## config.mk

```make
export PLATFORM = sky130hd
export DESIGN_NAME = zoom_address_unit
export DESIGN_NICKNAME = d
export VERILOG_FILES = /design/src/rtl/zoom_address_unit.sv
export SDC_FILE = /design/constraint.sdc
export NUM_CORES = 1
export LEC_CHECK = 0
export CAP_MARGIN = 20
export CORE_MARGIN = 2
export CORE_UTILIZATION = 59
export DETAILED_ROUTE_END_ITERATION = 12
export HOLD_SLACK_MARGIN = 0.15
export PLACE_DENSITY = 0.87
export SLEW_MARGIN = 0
export SYNTH_ARGS = -nofsm -noshare
export SYNTH_HDL_FRONTEND = slang
export SYNTH_SLANG_ARGS = --single-unit
```

## constraint.sdc

```tcl
create_clock -name clock -period 7.75 [get_ports clock]
set_input_delay 1.55 -clock clock [delete_from_list [all_inputs] [get_ports clock]]
set_output_delay 1.55 -clock clock [all_outputs]
set_load 0.01 [all_outputs]
```

## src/rtl/zoom_address_unit.sv

```systemverilog
// Framebuffer address generator for a windowed VGA display with zoom and pan.
// The pipeline runs in three stages: window offset, mode mapping, then pixel gating.
module zoom_address_unit #(
  parameter int unsigned IMG_W = 320,
  parameter int unsigned IMG_H = 240,
  parameter int unsigned H_OFF = 160,
  parameter int unsigned V_OFF = 120,
  parameter int unsigned PIX_W = 8
) (
  input  logic             clock,
  input  logic             reset,
  input  logic [9:0]       next_x,
  input  logic [9:0]       next_y,
  input  logic [1:0]       mode_sel,
  input  logic [8:0]       pan_x,
  input  logic [7:0]       pan_y,
  output logic [7:0]       linha,
  output logic [8:0]       coluna,
  input  logic [PIX_W-1:0] pixel_in,
  output logic [PIX_W-1:0] color,
  output logic [1:0]       mode_active,
  output logic             frame_start
);

  localparam int unsigned AW = 12;

  localparam logic [AW-1:0] X_LO    = AW'(H_OFF);
  localparam logic [AW-1:0] X_HI    = AW'(H_OFF + IMG_W);
  localparam logic [AW-1:0] Y_LO    = AW'(V_OFF);
  localparam logic [AW-1:0] Y_HI    = AW'(V_OFF + IMG_H);
  localparam logic [AW-1:0] LIM_W   = AW'(IMG_W);
  localparam logic [AW-1:0] LIM_H   = AW'(IMG_H);
  localparam logic [AW-1:0] PAN2_X  = AW'(IMG_W / 2);
  localparam logic [AW-1:0] PAN2_Y  = AW'(IMG_H / 2);
  localparam logic [AW-1:0] PAN4_X  = AW'((3 * IMG_W) / 4);
  localparam logic [AW-1:0] PAN4_Y  = AW'((3 * IMG_H) / 4);
  localparam logic [AW-1:0] QTR_W   = AW'(IMG_W / 4);
  localparam logic [AW-1:0] QTR3_W  = AW'((3 * IMG_W) / 4);
  localparam logic [AW-1:0] QTR_H   = AW'(IMG_H / 4);
  localparam logic [AW-1:0] QTR3_H  = AW'((3 * IMG_H) / 4);

  typedef enum logic [1:0] {
    MODE_NORMAL = 2'd0,
    MODE_ZOOM2  = 2'd1,
    MODE_ZOOM4  = 2'd2,
    MODE_HALF   = 2'd3
  } mode_t;

  // Frame boundary and clamped pan values for the shadow latch
  logic          boundary_c;
  logic [AW-1:0] req_px_c;
  logic [AW-1:0] req_py_c;
  logic [AW-1:0] lim_px_c;
  logic [AW-1:0] lim_py_c;

  assign boundary_c = (next_x == 10'd0) && (next_y == 10'd0);
  assign req_px_c   = AW'(pan_x);
  assign req_py_c   = AW'(pan_y);

  always_comb begin
    lim_px_c = '0;
    lim_py_c = '0;
    case (mode_t'(mode_sel))
      MODE_ZOOM2: begin
        lim_px_c = (req_px_c > PAN2_X) ? PAN2_X : req_px_c;
        lim_py_c = (req_py_c > PAN2_Y) ? PAN2_Y : req_py_c;
      end
      MODE_ZOOM4: begin
        lim_px_c = (req_px_c > PAN4_X) ? PAN4_X : req_px_c;
        lim_py_c = (req_py_c > PAN4_Y) ? PAN4_Y : req_py_c;
      end
      default: begin
        lim_px_c = '0;
        lim_py_c = '0;
      end
    endcase
  end

  // Shadow settings: only change on the frame boundary so a frame never mixes modes
  mode_t         shadow_mode;
  logic [AW-1:0] shadow_px;
  logic [AW-1:0] shadow_py;

  always_ff @(posedge clock or negedge reset) begin
    if (!reset) begin
      shadow_mode <= MODE_NORMAL;
      shadow_px   <= '0;
      shadow_py   <= '0;
      frame_start <= 1'b0;
      mode_active <= 2'd0;
    end else begin
      if (boundary_c) begin
        shadow_mode <= mode_t'(mode_sel);
        shadow_px   <= lim_px_c;
        shadow_py   <= lim_py_c;
      end
      frame_start <= boundary_c;
      mode_active <= shadow_mode;
    end
  end

  // Stage 1: offset into the image window; below-offset values wrap but are flagged invalid
  logic [AW-1:0] x_ext_c;
  logic [AW-1:0] y_ext_c;
  logic          in_win_c;
  logic [AW-1:0] s1_dx;
  logic [AW-1:0] s1_dy;
  logic          s1_in_win;

  assign x_ext_c  = AW'(next_x);
  assign y_ext_c  = AW'(next_y);
  assign in_win_c = (x_ext_c >= X_LO) && (x_ext_c < X_HI) &&
                    (y_ext_c >= Y_LO) && (y_ext_c < Y_HI);

  always_ff @(posedge clock or negedge reset) begin
    if (!reset) begin
      s1_dx     <= '0;
      s1_dy     <= '0;
      s1_in_win <= 1'b0;
    end else begin
      s1_dx     <= x_ext_c - X_LO;
      s1_dy     <= y_ext_c - Y_LO;
      s1_in_win <= in_win_c;
    end
  end

  // Stage 2: mode mapping from window offset to framebuffer coordinates
  logic [AW-1:0] col_c;
  logic [AW-1:0] lin_c;
  logic          mode_ok_c;
  logic          valid_c;

  always_comb begin
    col_c     = s1_dx;
    lin_c     = s1_dy;
    mode_ok_c = 1'b1;
    case (shadow_mode)
      MODE_ZOOM2: begin
        col_c = shadow_px + (s1_dx >> 1);
        lin_c = shadow_py + (s1_dy >> 1);
      end
      MODE_ZOOM4: begin
        col_c = shadow_px + (s1_dx >> 2);
        lin_c = shadow_py + (s1_dy >> 2);
      end
      MODE_HALF: begin
        mode_ok_c = (s1_dx >= QTR_W) && (s1_dx < QTR3_W) &&
                    (s1_dy >= QTR_H) && (s1_dy < QTR3_H);
        col_c     = (s1_dx - QTR_W) << 1;
        lin_c     = (s1_dy - QTR_H) << 1;
      end
      default: begin
        col_c = s1_dx;
        lin_c = s1_dy;
      end
    endcase
    valid_c = s1_in_win && mode_ok_c && (col_c < LIM_W) && (lin_c < LIM_H);
  end

  logic s2_valid;

  always_ff @(posedge clock or negedge reset) begin
    if (!reset) begin
      linha    <= '0;
      coluna   <= '0;
      s2_valid <= 1'b0;
    end else begin
      linha    <= valid_c ? 8'(lin_c) : 8'd0;
      coluna   <= valid_c ? 9'(col_c) : 9'd0;
      s2_valid <= valid_c;
    end
  end

  // Stage 3: framebuffer data returns one cycle after the address
  always_ff @(posedge clock or negedge reset) begin
    if (!reset) begin
      color <= '0;
    end else begin
      color <= s2_valid ? pixel_in : '0;
    end
  end

endmodule

```

==> flow_metrics.tcl <==
set metrics [dict create \
    seqCellArea_mm2 0.00178 \
    die_y_um 96.4 \
    max-slew-margin-rel 0.328 \
    avgViaCountPerCell 6.28 \
    ioPinCount 77 \
    antenna_found_initial 0 \
    finClkSkew_ns 0.00867 \
    cts-root-buf "clkbuf_8" \
    final_common_cell "clkdlybuf4s50_1" \
    post_cts_buffers 0 \
    fin_crit_sh 0.564 \
    drc 0 \
    path_clk_slew_ns 0.08 \
    synth-async-reset-ratio 1.00 \
    num_vias 4516 \
    dieArea_mm2 0.00929 \
    top_usage_layer "met2" \
    grt_use_total 0.300 \
    syn_area_mm2 0.00503 \
    placed_cell_area_mm2 0.00588 \
    report.final.slew_viol_count 0 \
    hp-class "reg -> reg" \
    use_met2 0.495 \
    htree_levels 3 \
    cp-start-kind "input pin" \
    fp-row-count 33 \
    start_util 0.610 \
    synth_area_per_cell_um2 9.48 \
    drive_gt1_frac 0.0831 \
    core_mm2 0.00826 \
    syn_inst 531 \
    cts_buffers 9 \
    tightest_slew_ns 1.00 \
    num_antenna_cells 0 \
    ctsResizeCount 0 \
    cpLargestDelayFamily "simple AND/OR/NAND/NOR gates" \
    wl_mm 13.3 \
    drtPass1Iterations 5 \
    cts_tree "done" \
    gp_congestion 1.00 \
    cpPeakStageDelay_ns 0.61 \
    grt.overflow.total 0 \
    ir_worst_vdd_mv 0.101 \
    ant_nets 0 \
    synth-seq-cells 71 \
    crit_slowest_cell "or2_2" \
    clk_latency_ns 0.36 \
    die_w_um 96.4 \
    worstPathArrival_ns 4.67 \
    status "finished, final reports clean" \
    tns_ns 0 \
    cp_cell_sequence "clkdlybuf4s50_1, nor4_1, and4_1, nand3_1, or2_2, or2_1, a211oi_2, a22o_1" \
    final_nets 707 \
    synth_ff_type "dfrtp_1" \
    crit_fanout 25 \
    cp-end-kind "flip-flop" \
    cp.required_ns 8.05 \
    met1_usage 0.399 \
    grt_pass1_wl_mm 21.0 \
    synth_edf_count 0 \
    grt_max_degree 72 \
    layout.cells.non_filler 719 \
    drt_iter0_markers 330 \
    setup_viol 0 \
    power.density_mw_per_mm2 140 \
    multiInputGateArea_mm2 0.00307 \
    path_class "in -> reg" \
    clkSinkCount 71 \
    max_freq_mhz 229 \
    final_cell_mix "clkdlybuf4s50_1 (75), dfrtp_1 (71), ha_1 (45), a21oi_1 (44), nand2_1 (37)" \
    final_util 0.736 \
    area_growth_pct 20.8 \
    ys_seq_area_frac 0.353 \
    syn_nets 629 \
    place_inst 703 \
    clock_path_buffers 2 \
    port_buffers 76 \
    hold_viol 0 \
    fin_area_mm2 0.00608 \
    synth_warnings 0 \
    first_global_vias 4251 \
    fin_crit_ns 4.37 \
    place_hpwl_mm 10.4 \
    wl_per_cell_um 18.5 \
    fillers 635 \
    cts_hold_buffers 0 \
    leakage_nw 2.69 \
    cap_violations 0 \
    yosysUniqueCellTypes 76 \
    whs_ns 0.570 \
    met3_usage 0.0532 \
    rsz0062_at_grt "false" \
    cp.buffers_inverters 1 \
]
worst paths after layout:
path                                            end  slack, ns  depth (start not counted)                      from
setup / recovery           shadow_px[3]$_DFFE_PN0P_       3.38                          8                 next_x[5]
hold / removal             shadow_py[0]$_DFFE_PN0P_       0.57                          1  shadow_py[0]$_DFFE_PN0P_
setup reg to reg                coluna[2]$_DFF_PN0_       4.30                         10        s1_dx[2]$_DFF_PN0_
hold reg to reg            shadow_py[0]$_DFFE_PN0P_       0.57                          1  shadow_py[0]$_DFFE_PN0P_
max in group asynchronous        s1_dy[4]$_DFF_PN0_       5.81                          2                     reset
min in group asynchronous       coluna[0]$_DFF_PN0_       1.38                          2                     reset
flip-flops by register name (all words and copies together), names as in the netlist, 2 cells and up:
| register | count |
|---|---|
| shadow_py | 8 |
| shadow_mode | 2 |
| s1_dx | 11 |
| linha | 8 |
| s1_dy | 11 |
| mode_active | 2 |
| color | 8 |
| coluna | 9 |
| shadow_px | 9 |
through the flow:
stage	setup slack [ns]	power [mW]
final	3.38	0.850
after global routing	3.19	0.884
after CTS	3.42	0.848
after detailed placement	3.09	0.553
after global placement	3.22	0.546
after floorplan	4.47	0.487
synthesized netlist by cell type, drive strengths merged, types with 3 or more instances:
| library cell | n | share of area |
|---|---|---|
| nand2 | 38 | 0.029 |
| and2 | 9 | 0.011 |
| a211oi | 12 | 0.020 |
| a22o | 5 | 0.0087 |
| nor2 | 29 | 0.022 |
| a31oi | 7 | 0.0087 |
| a21oi | 45 | 0.045 |
| and3 | 3 | 0.0037 |
| o22ai | 4 | 0.0050 |
| inv | 33 | 0.025 |
| mux4 | 4 | 0.018 |
| xor2 | 17 | 0.030 |
| o21ai | 34 | 0.035 |
| a311oi | 3 | 0.0065 |
| buf | 7 | 0.0085 |
| fa | 4 | 0.016 |
| and4b | 3 | 0.0065 |
| xnor2 | 15 | 0.026 |
| mux2 | 5 | 0.011 |
| o41ai | 3 | 0.0052 |
| mux2i | 5 | 0.0099 |
| clkbuf | 5 | 0.0037 |
| o211ai | 8 | 0.017 |
| a21o | 10 | 0.015 |
| nor4 | 5 | 0.0092 |
| nand2b | 3 | 0.0037 |
| nor3b | 4 | 0.0060 |
| o21a | 5 | 0.0075 |
| nor3 | 25 | 0.025 |
| dfrtp | 71 | 0.35 |
| nand4 | 3 | 0.0037 |
| or2 | 5 | 0.0062 |
| nand3 | 11 | 0.011 |
| ha | 45 | 0.11 |
| nor2b | 7 | 0.0087 |
| or3 | 3 | 0.0037 |
| a2111oi | 6 | 0.011 |
| and4 | 4 | 0.0070 |
report_power, final:
group / internal, mW / leakage, nW / switching, mW
registers: 0.379 / 0.934 / 0.0185
clock network: 0.149 / 0.0956 / 0.151
logic: 0.0708 / 1.66 / 0.0809
kinds of logic (layout without fill, tap and decap cells):
family | count (synthesis) | after routing | synth area share
AO/OA/AOI/OAI | 161 | 161 | 0.220
XOR/XNOR | 32 | 32 | 0.0557
adder cells (fa/ha/maj) | 49 | 49 | 0.128
buffers and inverters | 46 | 129 | 0.0375
flip-flops | 71 | 71 | 0.353
multiplexers | 14 | 14 | 0.0390
AND/OR/NAND/NOR | 158 | 158 | 0.167
per-layer routing:
layer  up-vias  wire length [um]  share of wire
met3        26               912          0.069
met5         -                 0              0
met4         0               290          0.022
li1       2132                 -              -
met2       221              6200           0.47
met1      2137              5880           0.44
layout make-up:
type | count | area share
Multi-Input combinational cell | 414 | 0.505
Sequential cell | 71 | 0.292
Timing Repair Buffer | 79 | 0.128
Tap cell | 105 | 0.0216
Inverter | 34 | 0.0210
Clock buffer | 9 | 0.0204
Clock inverter | 7 | 0.0119
No activity file was read; power rests on OpenSTA's default activity.
